===== config.mk =====
export PLATFORM = sky130hd
export DESIGN_NAME = score_reporter_flat
export DESIGN_NICKNAME = d
export VERILOG_FILES = /design/src/rtl/score_reporter_pkg.sv /design/src/rtl/score_reporter_if.sv /design/src/rtl/score_reporter_bin2bcd3.sv /design/src/rtl/score_reporter.sv /design/src/flat_wrapper.sv
export SDC_FILE = /design/constraint.sdc
export NUM_CORES = 1
export LEC_CHECK = 0
export ABC_AREA = 1
export ABC_CLOCK_PERIOD_IN_PS = 7900
export CAP_MARGIN = 20
export CORE_ASPECT_RATIO = 0.8
export CORE_MARGIN = 4
export CORE_UTILIZATION = 49
export CTS_CLUSTER_DIAMETER = 100
export DETAILED_ROUTE_END_ITERATION = 10
export PLACE_DENSITY = 0.79
export SLEW_MARGIN = 20
export SYNTH_ARGS = -nofsm -noshare
export SYNTH_HDL_FRONTEND = slang
export SYNTH_HIERARCHICAL = 1
export SYNTH_SLANG_ARGS = --single-unit

===== constraint.sdc =====
create_clock -name clk -period 7.9 [get_ports clk]
set_clock_uncertainty 0.2 [all_clocks]
set_input_delay 1.975 -clock clk [delete_from_list [all_inputs] [get_ports clk]]
set_output_delay 1.975 -clock clk [all_outputs]
set_load 0.01 [all_outputs]

===== src/rtl/score_reporter_pkg.sv =====
// Shared types, ASCII constants and the line character selector for score_reporter.
package score_reporter_pkg;

   typedef enum logic [1:0] {MSG_GO, MSG_SCORE, MSG_OVER, MSG_TIME} msg_type;

   typedef enum logic [2:0] {ST_IDLE, ST_LOAD, ST_SEND, ST_ACK, ST_DRAIN} state_t;

   localparam logic [7:0] CR       = 8'h0D;
   localparam logic [7:0] LF       = 8'h0A;
   localparam logic [7:0] CH_QMARK = 8'h3F;

   function automatic logic [7:0] digit_char(input logic [3:0] d);
      return (d > 4'd9) ? CH_QMARK : (8'h30 + {4'h0, d});
   endfunction

   // k = 0 selects the most significant nibble.
   function automatic logic [3:0] bcd_digit(input logic [15:0] v, input logic [1:0] k);
      logic [15:0] s;
      s = v << {k, 2'b00};
      return s[15:12];
   endfunction

   function automatic logic [3:0] last_idx(input msg_type t);
      logic [3:0] n;
      case (t)
         MSG_GO:    n = 4'd3;
         MSG_SCORE: n = 4'd7;
         MSG_OVER:  n = 4'd10;
         default:   n = 4'd6;
      endcase
      return n;
   endfunction

   function automatic logic [7:0] line_char(input msg_type t, input logic [3:0] idx,
                                            input logic [15:0] snap, input logic [11:0] tbcd);
      logic [7:0] c;
      c = 8'h00;
      case (t)
         MSG_GO: begin
            case (idx)
               4'd0:    c = "G";
               4'd1:    c = "O";
               4'd2:    c = CR;
               4'd3:    c = LF;
               default: c = 8'h00;
            endcase
         end
         MSG_SCORE: begin
            case (idx)
               4'd0:                   c = "S";
               4'd1:                   c = ":";
               4'd2, 4'd3, 4'd4, 4'd5: c = digit_char(bcd_digit(snap, 2'(idx - 4'd2)));
               4'd6:                   c = CR;
               4'd7:                   c = LF;
               default:                c = 8'h00;
            endcase
         end
         MSG_OVER: begin
            case (idx)
               4'd0:                   c = "O";
               4'd1:                   c = "V";
               4'd2:                   c = "E";
               4'd3:                   c = "R";
               4'd4:                   c = " ";
               4'd5, 4'd6, 4'd7, 4'd8: c = digit_char(bcd_digit(snap, 2'(idx - 4'd5)));
               4'd9:                   c = CR;
               4'd10:                  c = LF;
               default:                c = 8'h00;
            endcase
         end
         default: begin
            case (idx)
               4'd0:             c = "T";
               4'd1:             c = ":";
               4'd2, 4'd3, 4'd4: c = digit_char(bcd_digit({tbcd, 4'h0}, 2'(idx - 4'd2)));
               4'd5:             c = CR;
               4'd6:             c = LF;
               default:          c = 8'h00;
            endcase
         end
      endcase
      return c;
   endfunction

endpackage


===== src/rtl/score_reporter_if.sv =====
// UART transmit handshake shared between score_reporter (master) and the UART (slave).
interface score_reporter_if;
   logic       transmit;
   logic [7:0] tx_byte;
   logic       is_transmitting;

   modport master (output transmit, output tx_byte, input is_transmitting);
   modport slave  (input transmit, input tx_byte, output is_transmitting);
endinterface


===== src/rtl/score_reporter_bin2bcd3.sv =====
// bin2bcd3: sequential double-dabble, one bit per cycle, three BCD digits saturating at 999.
module bin2bcd3 #(
   parameter int W = 8
) (
   input  logic         clk,
   input  logic         reset_n,
   input  logic         go,
   input  logic [W-1:0] bin,
   output logic [11:0]  bcd,
   output logic         done
);
   localparam int CW = $clog2(W + 1);

   logic [11+W:0] sh_q, sh_d;
   logic [CW-1:0] cnt_q, cnt_d;
   logic          sat_q, sat_d;
   logic          done_q, done_d;
   logic [11:0]   adj;

   for (genvar gi = 0; gi < 3; gi++) begin : g_adj
      assign adj[4*gi +: 4] = (sh_q[W+4*gi +: 4] >= 4'd5) ? sh_q[W+4*gi +: 4] + 4'd3
                                                          : sh_q[W+4*gi +: 4];
   end

   always_comb begin
      sh_d   = sh_q;
      cnt_d  = cnt_q;
      sat_d  = sat_q;
      done_d = done_q;
      if (go) begin
         sh_d   = {12'h000, bin};
         cnt_d  = CW'(W);
         sat_d  = (32'(bin) >= 32'd1000);
         done_d = 1'b0;
      end else if (cnt_q != '0) begin
         sh_d  = {adj, sh_q[W-1:0]} << 1;
         cnt_d = cnt_q - CW'(1);
         if (cnt_q == CW'(1)) begin
            done_d = 1'b1;
         end
      end
   end

   always_ff @(posedge clk or negedge reset_n) begin
      if (!reset_n) begin
         sh_q   <= '0;
         cnt_q  <= '0;
         sat_q  <= 1'b0;
         done_q <= 1'b0;
      end else begin
         sh_q   <= sh_d;
         cnt_q  <= cnt_d;
         sat_q  <= sat_d;
         done_q <= done_d;
      end
   end

   assign bcd  = sat_q ? 12'h999 : sh_q[11+W:W];
   assign done = done_q;
endmodule


===== src/rtl/score_reporter.sv =====
// score_reporter: turns game events into short ASCII lines on the UART transmit port.
// Define SCORE_REPORTER_COUNTDOWN_EN to add "T:nnn" countdown lines (lowest priority).
module score_reporter
   import score_reporter_pkg::*;
#(
   parameter int COUNT_W     = 8,
   parameter int ACK_TIMEOUT = 4
) (
   input  logic               clk,
   input  logic               reset_n,
   input  logic               start,
   input  logic               over,
   input  logic [15:0]        score,
   input  logic               score_inc,
   input  logic [COUNT_W-1:0] count_down,
   output logic               busy,
   score_reporter_if.master   uart
);
   localparam int ACK_W = $clog2(ACK_TIMEOUT + 1);

   state_t           state_q, state_d;
   msg_type          type_q, type_d;
   logic [15:0]      snap_q, snap_d;
   logic [3:0]       idx_q, idx_d;
   logic [ACK_W-1:0] ack_cnt_q, ack_cnt_d;
   logic             start_prev_q, over_prev_q;
   logic             pend_go_q, pend_go_d;
   logic             pend_over_q, pend_over_d;
   logic             pend_score_q, pend_score_d;
   logic             go_set, over_set, score_set, any_pend, any_set;
   logic             clr_go, clr_over, clr_score;
   logic             char_ready;
   logic [11:0]      time_bcd;

`ifdef SCORE_REPORTER_COUNTDOWN_EN
   logic [COUNT_W-1:0] count_prev_q;
   logic               pend_time_q, pend_time_d;
   logic               time_set, clr_time, conv_go, conv_done;

   bin2bcd3 #(.W(COUNT_W)) u_bin2bcd3 (
      .clk     (clk),
      .reset_n (reset_n),
      .go      (conv_go),
      .bin     (count_down),
      .bcd     (time_bcd),
      .done    (conv_done)
   );

   assign time_set   = start & (count_down != count_prev_q);
   assign char_ready = (type_q != MSG_TIME) | conv_done;
`else
   logic unused_count_down;
   assign unused_count_down = ^count_down;
   assign time_bcd          = 12'h000;
   assign char_ready        = 1'b1;
`endif

   always_comb begin
      over_set  = over & ~over_prev_q;
      go_set    = start & ~start_prev_q & ~over_set;
      score_set = score_inc;
      any_pend  = pend_go_q | pend_over_q | pend_score_q;
      any_set   = go_set | over_set | score_set;
`ifdef SCORE_REPORTER_COUNTDOWN_EN
      any_pend  = any_pend | pend_time_q;
      any_set   = any_set | time_set;
      clr_time  = 1'b0;
      conv_go   = 1'b0;
`endif
      state_d       = state_q;
      type_d        = type_q;
      snap_d        = snap_q;
      idx_d         = idx_q;
      ack_cnt_d     = ack_cnt_q;
      clr_go        = 1'b0;
      clr_over      = 1'b0;
      clr_score     = 1'b0;
      uart.transmit = 1'b0;

      case (state_q)
         ST_IDLE: begin
            if (any_pend | any_set) begin
               state_d = ST_LOAD;
            end
         end
         // Commit happens on the exit cycle so the UART is known idle when SEND starts.
         ST_LOAD: begin
            if (!uart.is_transmitting) begin
               idx_d   = 4'd0;
               snap_d  = score;
               state_d = ST_SEND;
               if (pend_over_q) begin
                  type_d   = MSG_OVER;
                  clr_over = 1'b1;
               end else if (pend_go_q) begin
                  type_d = MSG_GO;
                  clr_go = 1'b1;
               end else if (pend_score_q) begin
                  type_d    = MSG_SCORE;
                  clr_score = 1'b1;
               end
`ifdef SCORE_REPORTER_COUNTDOWN_EN
               else if (pend_time_q) begin
                  type_d   = MSG_TIME;
                  clr_time = 1'b1;
                  conv_go  = 1'b1;
               end
`endif
               else begin
                  state_d = ST_IDLE;
               end
            end
         end
         ST_SEND: begin
            if (char_ready) begin
               uart.transmit = 1'b1;
               ack_cnt_d     = '0;
               state_d       = ST_ACK;
            end
         end
         ST_ACK: begin
            if (uart.is_transmitting || (ack_cnt_q == ACK_W'(ACK_TIMEOUT - 1))) begin
               state_d = ST_DRAIN;
            end else begin
               ack_cnt_d = ack_cnt_q + ACK_W'(1);
            end
         end
         ST_DRAIN: begin
            if (!uart.is_transmitting) begin
               if (idx_q == last_idx(type_q)) begin
                  state_d = ST_IDLE;
               end else begin
                  idx_d   = idx_q + 4'd1;
                  state_d = ST_SEND;
               end
            end
         end
         default: state_d = ST_IDLE;
      endcase

      // A new event in the commit cycle survives the clear of its own flag.
      pend_go_d    = (pend_go_q & ~clr_go) | go_set;
      pend_over_d  = (pend_over_q & ~clr_over) | over_set;
      pend_score_d = (pend_score_q & ~clr_score) | score_set;
`ifdef SCORE_REPORTER_COUNTDOWN_EN
      pend_time_d  = (pend_time_q & ~clr_time) | time_set;
`endif
   end

   always_ff @(posedge clk or negedge reset_n) begin
      if (!reset_n) begin
         state_q      <= ST_IDLE;
         type_q       <= MSG_GO;
         snap_q       <= '0;
         idx_q        <= '0;
         ack_cnt_q    <= '0;
         start_prev_q <= 1'b0;
         over_prev_q  <= 1'b0;
         pend_go_q    <= 1'b0;
         pend_over_q  <= 1'b0;
         pend_score_q <= 1'b0;
      end else begin
         state_q      <= state_d;
         type_q       <= type_d;
         snap_q       <= snap_d;
         idx_q        <= idx_d;
         ack_cnt_q    <= ack_cnt_d;
         start_prev_q <= start;
         over_prev_q  <= over;
         pend_go_q    <= pend_go_d;
         pend_over_q  <= pend_over_d;
         pend_score_q <= pend_score_d;
      end
   end

`ifdef SCORE_REPORTER_COUNTDOWN_EN
   always_ff @(posedge clk or negedge reset_n) begin
      if (!reset_n) begin
         count_prev_q <= '0;
         pend_time_q  <= 1'b0;
      end else begin
         count_prev_q <= count_down;
         pend_time_q  <= pend_time_d;
      end
   end
`endif

   assign busy         = (state_q != ST_IDLE);
   assign uart.tx_byte = (state_q == ST_SEND || state_q == ST_ACK || state_q == ST_DRAIN)
                         ? line_char(type_q, idx_q, snap_q, time_bcd) : 8'h00;
endmodule


===== src/flat_wrapper.sv =====
// flat-port wrapper written by rule: the top's interface ports become plain ports
module score_reporter_flat import score_reporter_pkg::*;
#(
   parameter int COUNT_W     = 8,
   parameter int ACK_TIMEOUT = 4
)
  (clk, reset_n, start, over, score, score_inc, count_down, busy, uart_transmit, uart_tx_byte, uart_is_transmitting);
  score_reporter_if uart_i ();
  input  logic clk;
  input  logic reset_n;
  input  logic start;
  input  logic over;
  input  logic [15:0] score;
  input  logic score_inc;
  input  logic [COUNT_W-1:0] count_down;
  output logic busy;
  output wire logic [$bits(uart_i.transmit)-1:0] uart_transmit;
  output wire logic [$bits(uart_i.tx_byte)-1:0] uart_tx_byte;
  input wire logic [$bits(uart_i.is_transmitting)-1:0] uart_is_transmitting;
  assign uart_transmit = uart_i.transmit;
  assign uart_tx_byte = uart_i.tx_byte;
  assign uart_i.is_transmitting = uart_is_transmitting;
  score_reporter #(.COUNT_W(COUNT_W), .ACK_TIMEOUT(ACK_TIMEOUT)) u_core (.clk(clk), .reset_n(reset_n), .start(start), .over(over), .score(score), .score_inc(score_inc), .count_down(count_down), .busy(busy), .uart(uart_i));
endmodule

* After elaboration in Yosys (flattened, before gate mapping) *
Cells that the tools add are included.

word-level totals
  register bits after elaboration = 33
  input bits = 30
  output and inout bits = 10
  logic and storage cells = 129

operators by class
  add/subtract/negate cells = 7
  magnitude comparators = 3
  equal/unequal tests = 24
  shift operators = 3
  mux-type cells = 43
  bitwise logic cells = 21
  reduce and logical (&&, ||, !) cells = 18

operators with widths
  kind                    count
  $pmux W8 S5             2
  $pmux W8 S8             1
  $mux W8                 4
  $shl A16 B4 Y16         2
  $pmux W7 S4             1
  $pmux W8 S3             1
  $add A6 B4 Y7 const A   3
  $mux W3                 7
  $mux W4                 5
  $eq A4 B3 Y1 const B    4
  $shl A1 B4 Y16 const A  1
  $pmux W3 S5             1
  $mux W1                 13
  $eq A4 B4 Y1 const B    3
  $gt A4 B4 Y1 const B    3
  $pmux W4 S3             1
  $mux W2                 5
  $eq A3 B2 Y1 const B    3
  $eq A4 B2 Y1 const B    2
  $ne A2 B2 Y1 const B    4
  $or A1 B1 Y1            8
  $pmux W4 S2             1
  $reduce_and A4 Y1       2
  $reduce_or A4 Y1        2
  other kinds (23)        40

* Logic depth before layout (Yosys ltp) *
Gate-level depths: netlist (run 1).

  depth after elaboration = 9
  gate-level depth with buffers = 15
  mapped depth without buffers = 14

* Worst setup path before layout (run 1) *
Ideal clock, no wire load.

  path kind = register -> output
  from = register u_core.idx_q[0]
  to = output port uart_tx_byte[1]
  arrival time = 1,751 ps
  required time = 5,725 ps
  slack = 3,974 ps
  cell stages (with the launch flop) = 16
  path buffers = 1
  cell sequence = dfrtp_1 inv_2 buf_6 ha_1 inv_1 nand3_1 nand2_1 nand2_1 nand2_1 nand2_1 nand2_1 nand2_1 nand2_1 nand3_1 nand2_1 inv_1

on the way
  longest elaborated chain between the ends = 7
  elaborated cells on any way between the ends = 34
  those cells by class = add/sub (5); order compare (3); eq/ne (10); shift (3); mux (9); reduce/logical (4)

RTL lines
  element                                            line                                                                          text
  start: declaration                                 score_reporter.sv:24                                                          logic [3:0] idx_q, idx_d;
  start signal: assignment                           score_reporter.sv:166                                                         idx_q <= idx_d;
  $sub A2 B1 Y2 or $sub A2 B2 Y2 (tied branches)     score_reporter_pkg.sv:65, score_reporter_pkg.sv:52, score_reporter_pkg.sv:75
  $shl A16 B4 Y16 or $shl A1 B4 Y16 (tied branches)  score_reporter_pkg.sv:19                                                      s = v << {k, 2'b00};
  $add A6 B4 Y7 or $gt A4 B4 Y1 (tied branches)      score_reporter_pkg.sv:13                                                      return (d > 4'd9) ? CH_QMARK : (8'h30 + {4'h0, d});
  $mux W8                                            score_reporter_pkg.sv:13
  $pmux W8 S8, or another cell as far along          score_reporter_pkg.sv:59                                                      case (idx)
  $pmux W8 S3 *                                      score_reporter_pkg.sv:38                                                      case (t)
  $mux W8 *                                          score_reporter.sv:190                                                         ? line_char(type_q, idx_q, snap_q, time_bcd) : 8'h00;
  end: declaration                                   flat_wrapper.sv:18                                                            output wire logic [$bits(uart_i.tx_byte)-1:0] uart_tx_byte;

Every way passes the cells marked *; elsewhere a longest branch is shown, timed or not.

* Worst setup path in the final report (run 1) *
  from = register u_core.idx_q[0]
  to = output port uart_tx_byte[2]

Same word-level chain as after synthesis.

==> results of run 1 <==
layout by cell type (no fill, tap or decap), types with 3 or more instances in the layout:
master	count
clkbuf_8	5
clkdlybuf4s50_1	30
dfrtp_1	33
nand2_1	159
nand4_1	4
inv_2	5
nor2_4	3
nand3_1	22
inv_1	41
nor2_1	22
o21ai_1	8
a31oi_1	4
ha_1	6
o21ai_0	23
o31ai_1	3
a21oi_1	11
nor2_2	3
kinds of logic (layout without fill, tap and decap cells):
| kind of cell | Yosys count | after routing | share of synthesized area (%) |
|---|---|---|---|
| adder cells (fa/ha/maj) | 6 | 6 | 3.28 |
| AND/OR/NAND/NOR | 216 | 216 | 38.7 |
| buffers and inverters | 55 | 85 | 10.1 |
| other | 1 | 1 | 0.164 |
| flip-flops | 33 | 33 | 36.1 |
| AO/OA/AOI/OAI | 50 | 50 | 11.7 |
critical path, delay by kind of cell (launching register included):
family                   cells  cell delay, ns
AND/OR/NAND/NOR             10            0.75
flip-flops                   1            0.83
buffers and inverters        4            1.02
adder cells (fa/ha/maj)      1            0.50
routing by layer:
layer  track usage, %  wire, µm  share of wire, %  vias up
met1             27.2      2580                50     1010
met4             5.27        46              0.90        0
met5                0         0                 0        -
li1                 -         -                 -     1192
met2             28.3      2180                42       68
met3             3.93       330               6.4        4
final timing paths:
path	from	end	slack (ns)	cells after the start
max	u_core/idx_q[0]	uart_tx_byte[2]	2.35	15
min	u_core/pend_score_q	u_core/pend_score_q	0.27	2
max reg2reg	u_core/state_q[2]	u_core/pend_score_q	5.51	8
min reg2reg	u_core/pend_score_q	u_core/pend_score_q	0.27	2
max in group asynchronous	reset_n	u_core/pend_score_q	5.32	2
min in group asynchronous	reset_n	u_core/snap_q[14]	1.89	2
flip-flops by register name (all words and copies together), names as in the netlist, 2 cells and up:
name,count
u_core/snap_q,16
u_core/idx_q,4
u_core/ack_cnt_q,3
u_core/state_q,3
u_core/type_q,2
cell usage after synthesis, types with 4 or more instances:
cell type / instances
a31oi_1: 4
o21ai_0: 23
nand2_1: 159
nor2_1: 22
dfrtp_1: 33
nand4_1: 4
inv_1: 41
o21ai_1: 8
inv_2: 5
a21oi_1: 11
nand3_1: 22
ha_1: 6
per-stage QoR:
stage / util [%] / hold slack, ns
final: 62.8 / 0.273
after detailed placement: 60.2 / 0.261
after global routing: 62.8 / 0.319
after floorplan: - / 0.243
after global placement: 60.2 / 0.256
after CTS: 62.8 / 0.278
area by class of cell:
cell class	count	area share, %
Clock inverter	3	1.70
Sequential cell	33	30.3
Tap cell	57	2.62
Timing Repair Buffer	31	11.3
Multi-Input combinational cell	273	45.2
Clock buffer	5	2.53
Inverter	46	6.34
power by group through the flow:
stage	Combinational, mW	Sequential (mW)	Clock, mW
floorplan	0.439	0.280	0
CTS	0.590	0.303	0.163
global placement	0.575	0.303	0
detailed placement	0.587	0.306	0
global route	0.687	0.314	0.170
finish	0.592	0.304	0.160
==> results.cfg, run 1 <==
[run_status]
status = completed

[final_layout]
seqCellArea_um2 = 826
area_delta_synth_final_pct = 19.1
diodes = 0
fill_cells = 394
final_cells = 448
layout-drive-gt1-share_pct = 5.37
final_design_area_no_fill_um2 = 2720
nNetsFinal = 426
multi_input_area_um2 = 1230

[timing]
period_needed_ns = 5.55
finalWorstSetupSlack_ns = 2.35
rsz0062_at_grt = false
slew_headroom_pct = 43.2
finalMaxSlewViolations = 0
setup-violations-final = 0
tns_ns = 0
worst_pin_slew_ns = 0.851
max_freq_mhz = 180
hold_viol = 0
min_period_over_period_pct = 70.2

[synth]
synth-warning-count = 6
syn_nets = 397
async_flop_share_pct = 100
syn-instance-count = 361
yosys.area.top_type = dfrtp_1
synth.cell_area_um2 = 2290
synth-seq-cells = 33
syn_avg_cell_area_um2 = 6.34
synth_edf_count = 0
synth_top_flop_cell = dfrtp_1
synth_top_cells_by_area = dfrtp_1 36%, nand2_1 26%, inv_1 6.7%, o21ai_0 5.0%, nand3_1 4.8%
synth.distinct_cells = 25
yosysTopAreaCellShare_pct = 36.1
ys_seq_area_share_pct = 36.1

[worst_setup_path]
critPathArrivalTime_ns = 3.37
cp_common_cell = nand2_1
startpoint_type = register
slowest_delay_ns = 0.83
crit_slowest_cell = dfrtp_1
setup.worst_path.class = reg2out
cp-end-kind = output port
path_max_fanout = 26
required_ns = 5.73
cp_cell_sequence = inv_2 -> ha_1 -> inv_1 -> nand3_1 -> nand2_1 -> nand2_1 -> nand2_1 -> nand2_1 -> nand2_1 -> nand2_1 -> nand2_1 -> nand3_1 -> nand2_1 -> inv_1 -> clkdlybuf4s50_1

[clock_tree]
cts_setup_buffers = 0
h-tree-depth = 2
cts_resized = 0
path_clk_slew_ns = 0.07
cts.sinks = 33
cts_made_buffers = 5
clock_latency_ns = 0.28
cts_root_buf = clkbuf_8
holdBufCountCts = 0
cts_max_path_buffers = 2
tritoncts = yes

[floorplanning]
coreArea_um2 = 4340
ios = 40
die_y_um = 69.1
dieArea_um2 = 5830
start_util_pct = 52.8
fp-row-count = 21
die-width_um = 84.4

[power]
switching_share_pct = 46.8
p_int_mw = 0.562
p_sw_mw = 0.494
ir_drop_mv = 0.228
seq_power_share_pct = 28.8
total_power_mw = 1.06
power_leakage_nw = 1.44
clockPowerShare_pct = 15.1
pwr-share-comb_pct = 56.1
powerDensity_nw_per_um2 = 388

[drt]
wl_um = 5140
ant_nets = 0
drt_iter0_markers = 178
num_vias = 2274
wl_per_cell_um = 11.5
dr.pass1.iters = 4
avgViaCountPerCell = 5.08
drc = 0

[global_routing]
grt_max_degree = 34
grt_use_total_pct = 18.7
overflow = 0
first_global_vias = 2030
antenna_found_initial = 0
grt_pass1_wl_um = 9070

[run]
cap_violations = 0

[min_path]
hold_path_class = reg2reg

[placed_design]
post-place-ws_ns = 2.72
numPortBuffers = 30
dp_hpwl_um = 3940
place.gp.congestion = 0.967
dpl_cell_area_um2 = 2610
dp.cells = 440
Power figures use the tool's default switching activity.
==> run 2: changes to the inputs <==
--- a/config.mk
+++ b/config.mk
@@ -6,14 +6,14 @@
 export NUM_CORES = 1
 export LEC_CHECK = 0
 export ABC_AREA = 1
-export ABC_CLOCK_PERIOD_IN_PS = 7900
+export ABC_CLOCK_PERIOD_IN_PS = 4800
 export CAP_MARGIN = 20
 export CORE_ASPECT_RATIO = 0.8
 export CORE_MARGIN = 4
-export CORE_UTILIZATION = 49
+export CORE_UTILIZATION = 48
 export CTS_CLUSTER_DIAMETER = 100
 export DETAILED_ROUTE_END_ITERATION = 10
-export PLACE_DENSITY = 0.79
+export PLACE_DENSITY = 0.81
 export SLEW_MARGIN = 20
 export SYNTH_ARGS = -nofsm -noshare
 export SYNTH_HDL_FRONTEND = slang
==> constraint.sdc (replaced) <==
create_clock -name clk -period 4.8 [get_ports clk]
set_clock_uncertainty 0.2 [all_clocks]
set_input_delay 1.2 -clock clk [delete_from_list [all_inputs] [get_ports clk]]
set_output_delay 1.2 -clock clk [all_outputs]
set_load 0.01 [all_outputs]
==> run 2 against run 1 <==
Net effect:
- routed wire length shrank 0.68%
- design area increased by 1.1%
- sequential share of layout area shrank 0.34 points
- via count grew 2.1%
- first-iteration DRC count is 39% higher
- utilization down 2.9 points
- non-clock buffer count up 3
- sequential cell count unchanged
- largest cell class unchanged
==> results.cfg, run 2 (synthesis results as in run 1) <==
[placed_design]
dp_hpwl_um = 3860
numPortBuffers = 30
dp.cells = 446
post-place-ws_ns = 0.800
place.gp.congestion = 0.881

[final_layout]
largest_reg_flops = 16
largest_register = u_core/snap_q
mostFrequentLayoutCell = nand2_1
fill_cells = 418
final_cells = 454
diodes = 0
fin_util_pct = 59.9
layout-drive-gt1-share_pct = 6.09
layout_common_cells = 159 x nand2_1, 41 x inv_1, 33 x dfrtp_1
area_delta_synth_final_pct = 20.5
top_regs = u_core/snap_q: 16 flops, u_core/idx_q: 4 flops
nNetsFinal = 429

[global_routing]
grt_pass1_wl_um = 8620
overflow = 0
grt_max_degree = 34
grt_use_total_pct = 17.6
first_global_vias = 1953
antenna_found_initial = 0

[timing]
slew_headroom_pct = 66.9
worst_pin_slew_ns = 0.492
finalWorstSetupSlack_ns = 0.442
rsz0062_at_grt = false
min_period_over_period_pct = 90.8
period_needed_ns = 4.36
finalMaxSlewViolations = 0
setup-violations-final = 0
hold_viol = 0
max_freq_mhz = 229
tns_ns = 0

[drt]
wl_um = 5100
num_vias = 2322
avgViaCountPerCell = 5.11
ant_nets = 0
wl_per_cell_um = 11.2
drc = 0
drt_iter0_markers = 248
dr.pass1.iters = 5

[clock_tree]
cts_root_buf = clkbuf_8
h-tree-depth = 2
tritoncts = yes
cts_max_path_buffers = 2
path_clk_slew_ns = 0.07
cts_setup_buffers = 0
cts_made_buffers = 5
cts_resized = 0
holdBufCountCts = 0
clock_latency_ns = 0.28
cts.sinks = 33

[power]
ir_drop_mv = 0.310
power_leakage_nw = 1.46
powerDensity_nw_per_um2 = 637

[run_status]
status = completed

[worst_setup_path]
setup.worst_path.class = reg2out
cp-end-kind = output port
required_ns = 3.40
path_max_fanout = 10
startpoint_type = register
critPathArrivalTime_ns = 2.96

[floorplanning]
die_y_um = 69.7
die-width_um = 85.2
fp-row-count = 22
ios = 40
coreArea_um2 = 4600
dieArea_um2 = 5940
start_util_pct = 49.8

[run]
cap_violations = 0

[min_path]
hold_path_class = reg2reg
## run 2: per-stage QoR
stage	power (mW)	hold slack [ns]	area [µm²]
floorplan	1.18	0.243	2290
global placement	1.45	0.257	2640
detailed placement	1.48	0.277	2640
CTS	1.76	0.293	2760
global route	1.93	0.322	2760
finish	1.76	0.292	2760
## run 2: final cells by class
cell class              instances  area (µm²)  area share, %
inverters                      46         173           6.27
repair buffers                 34         330           12.0
clock buffers                   6        82.6           3.00
flip-flops and latches         33         826           30.0
well taps                      60        75.1           2.72
clock inverters                 2        37.5           1.36
multi-input cells             273        1230           44.7
## run 2: final timing paths
check	slack [ns]	from	cells after the start	endpoint
min reg2reg	0.29	u_core/ack_cnt_q[2]	2	u_core/ack_cnt_q[2]
min	0.29	u_core/ack_cnt_q[2]	2	u_core/ack_cnt_q[2]
max in group asynchronous	2.99	reset_n	2	u_core/snap_q[9]
max reg2reg	2.78	u_core/state_q[0]	10	u_core/pend_score_q
min in group asynchronous	1.11	reset_n	2	u_core/state_q[0]
max	0.44	u_core/idx_q[1]	15	uart_tx_byte[1]
## run 2: power by group
group          switching (mW)  internal, mW
combinational           0.609         0.394
sequential             0.0940         0.387
clock                   0.103         0.169
## run 2: worst max-delay path, stage by stage, from the launching register on
cell             delay (ns)
dfrtp_1                0.57
inv_1                  0.24
ha_1                   0.46
inv_1                  0.14
nand3_1                0.10
nand2_1                0.09
nand2_1                0.06
nand2_1                0.08
nand2_1                0.08
nand2_1                0.05
nand2_1                0.05
nand2_1                0.05
nand3_1                0.08
nand2_1                0.05
inv_1                  0.05
clkdlybuf4s50_1        0.52
## run 2: layer usage
layer | up-vias | GRT usage [%] | part of all wire [%]
li1 | 1191 | - | -
met1 | 1029 | 26.2 | 49
met2 | 96 | 25.6 | 42
met3 | 6 | 3.33 | 7.7
met4 | 0 | 5.45 | 0.86
met5 | - | 0 | 0
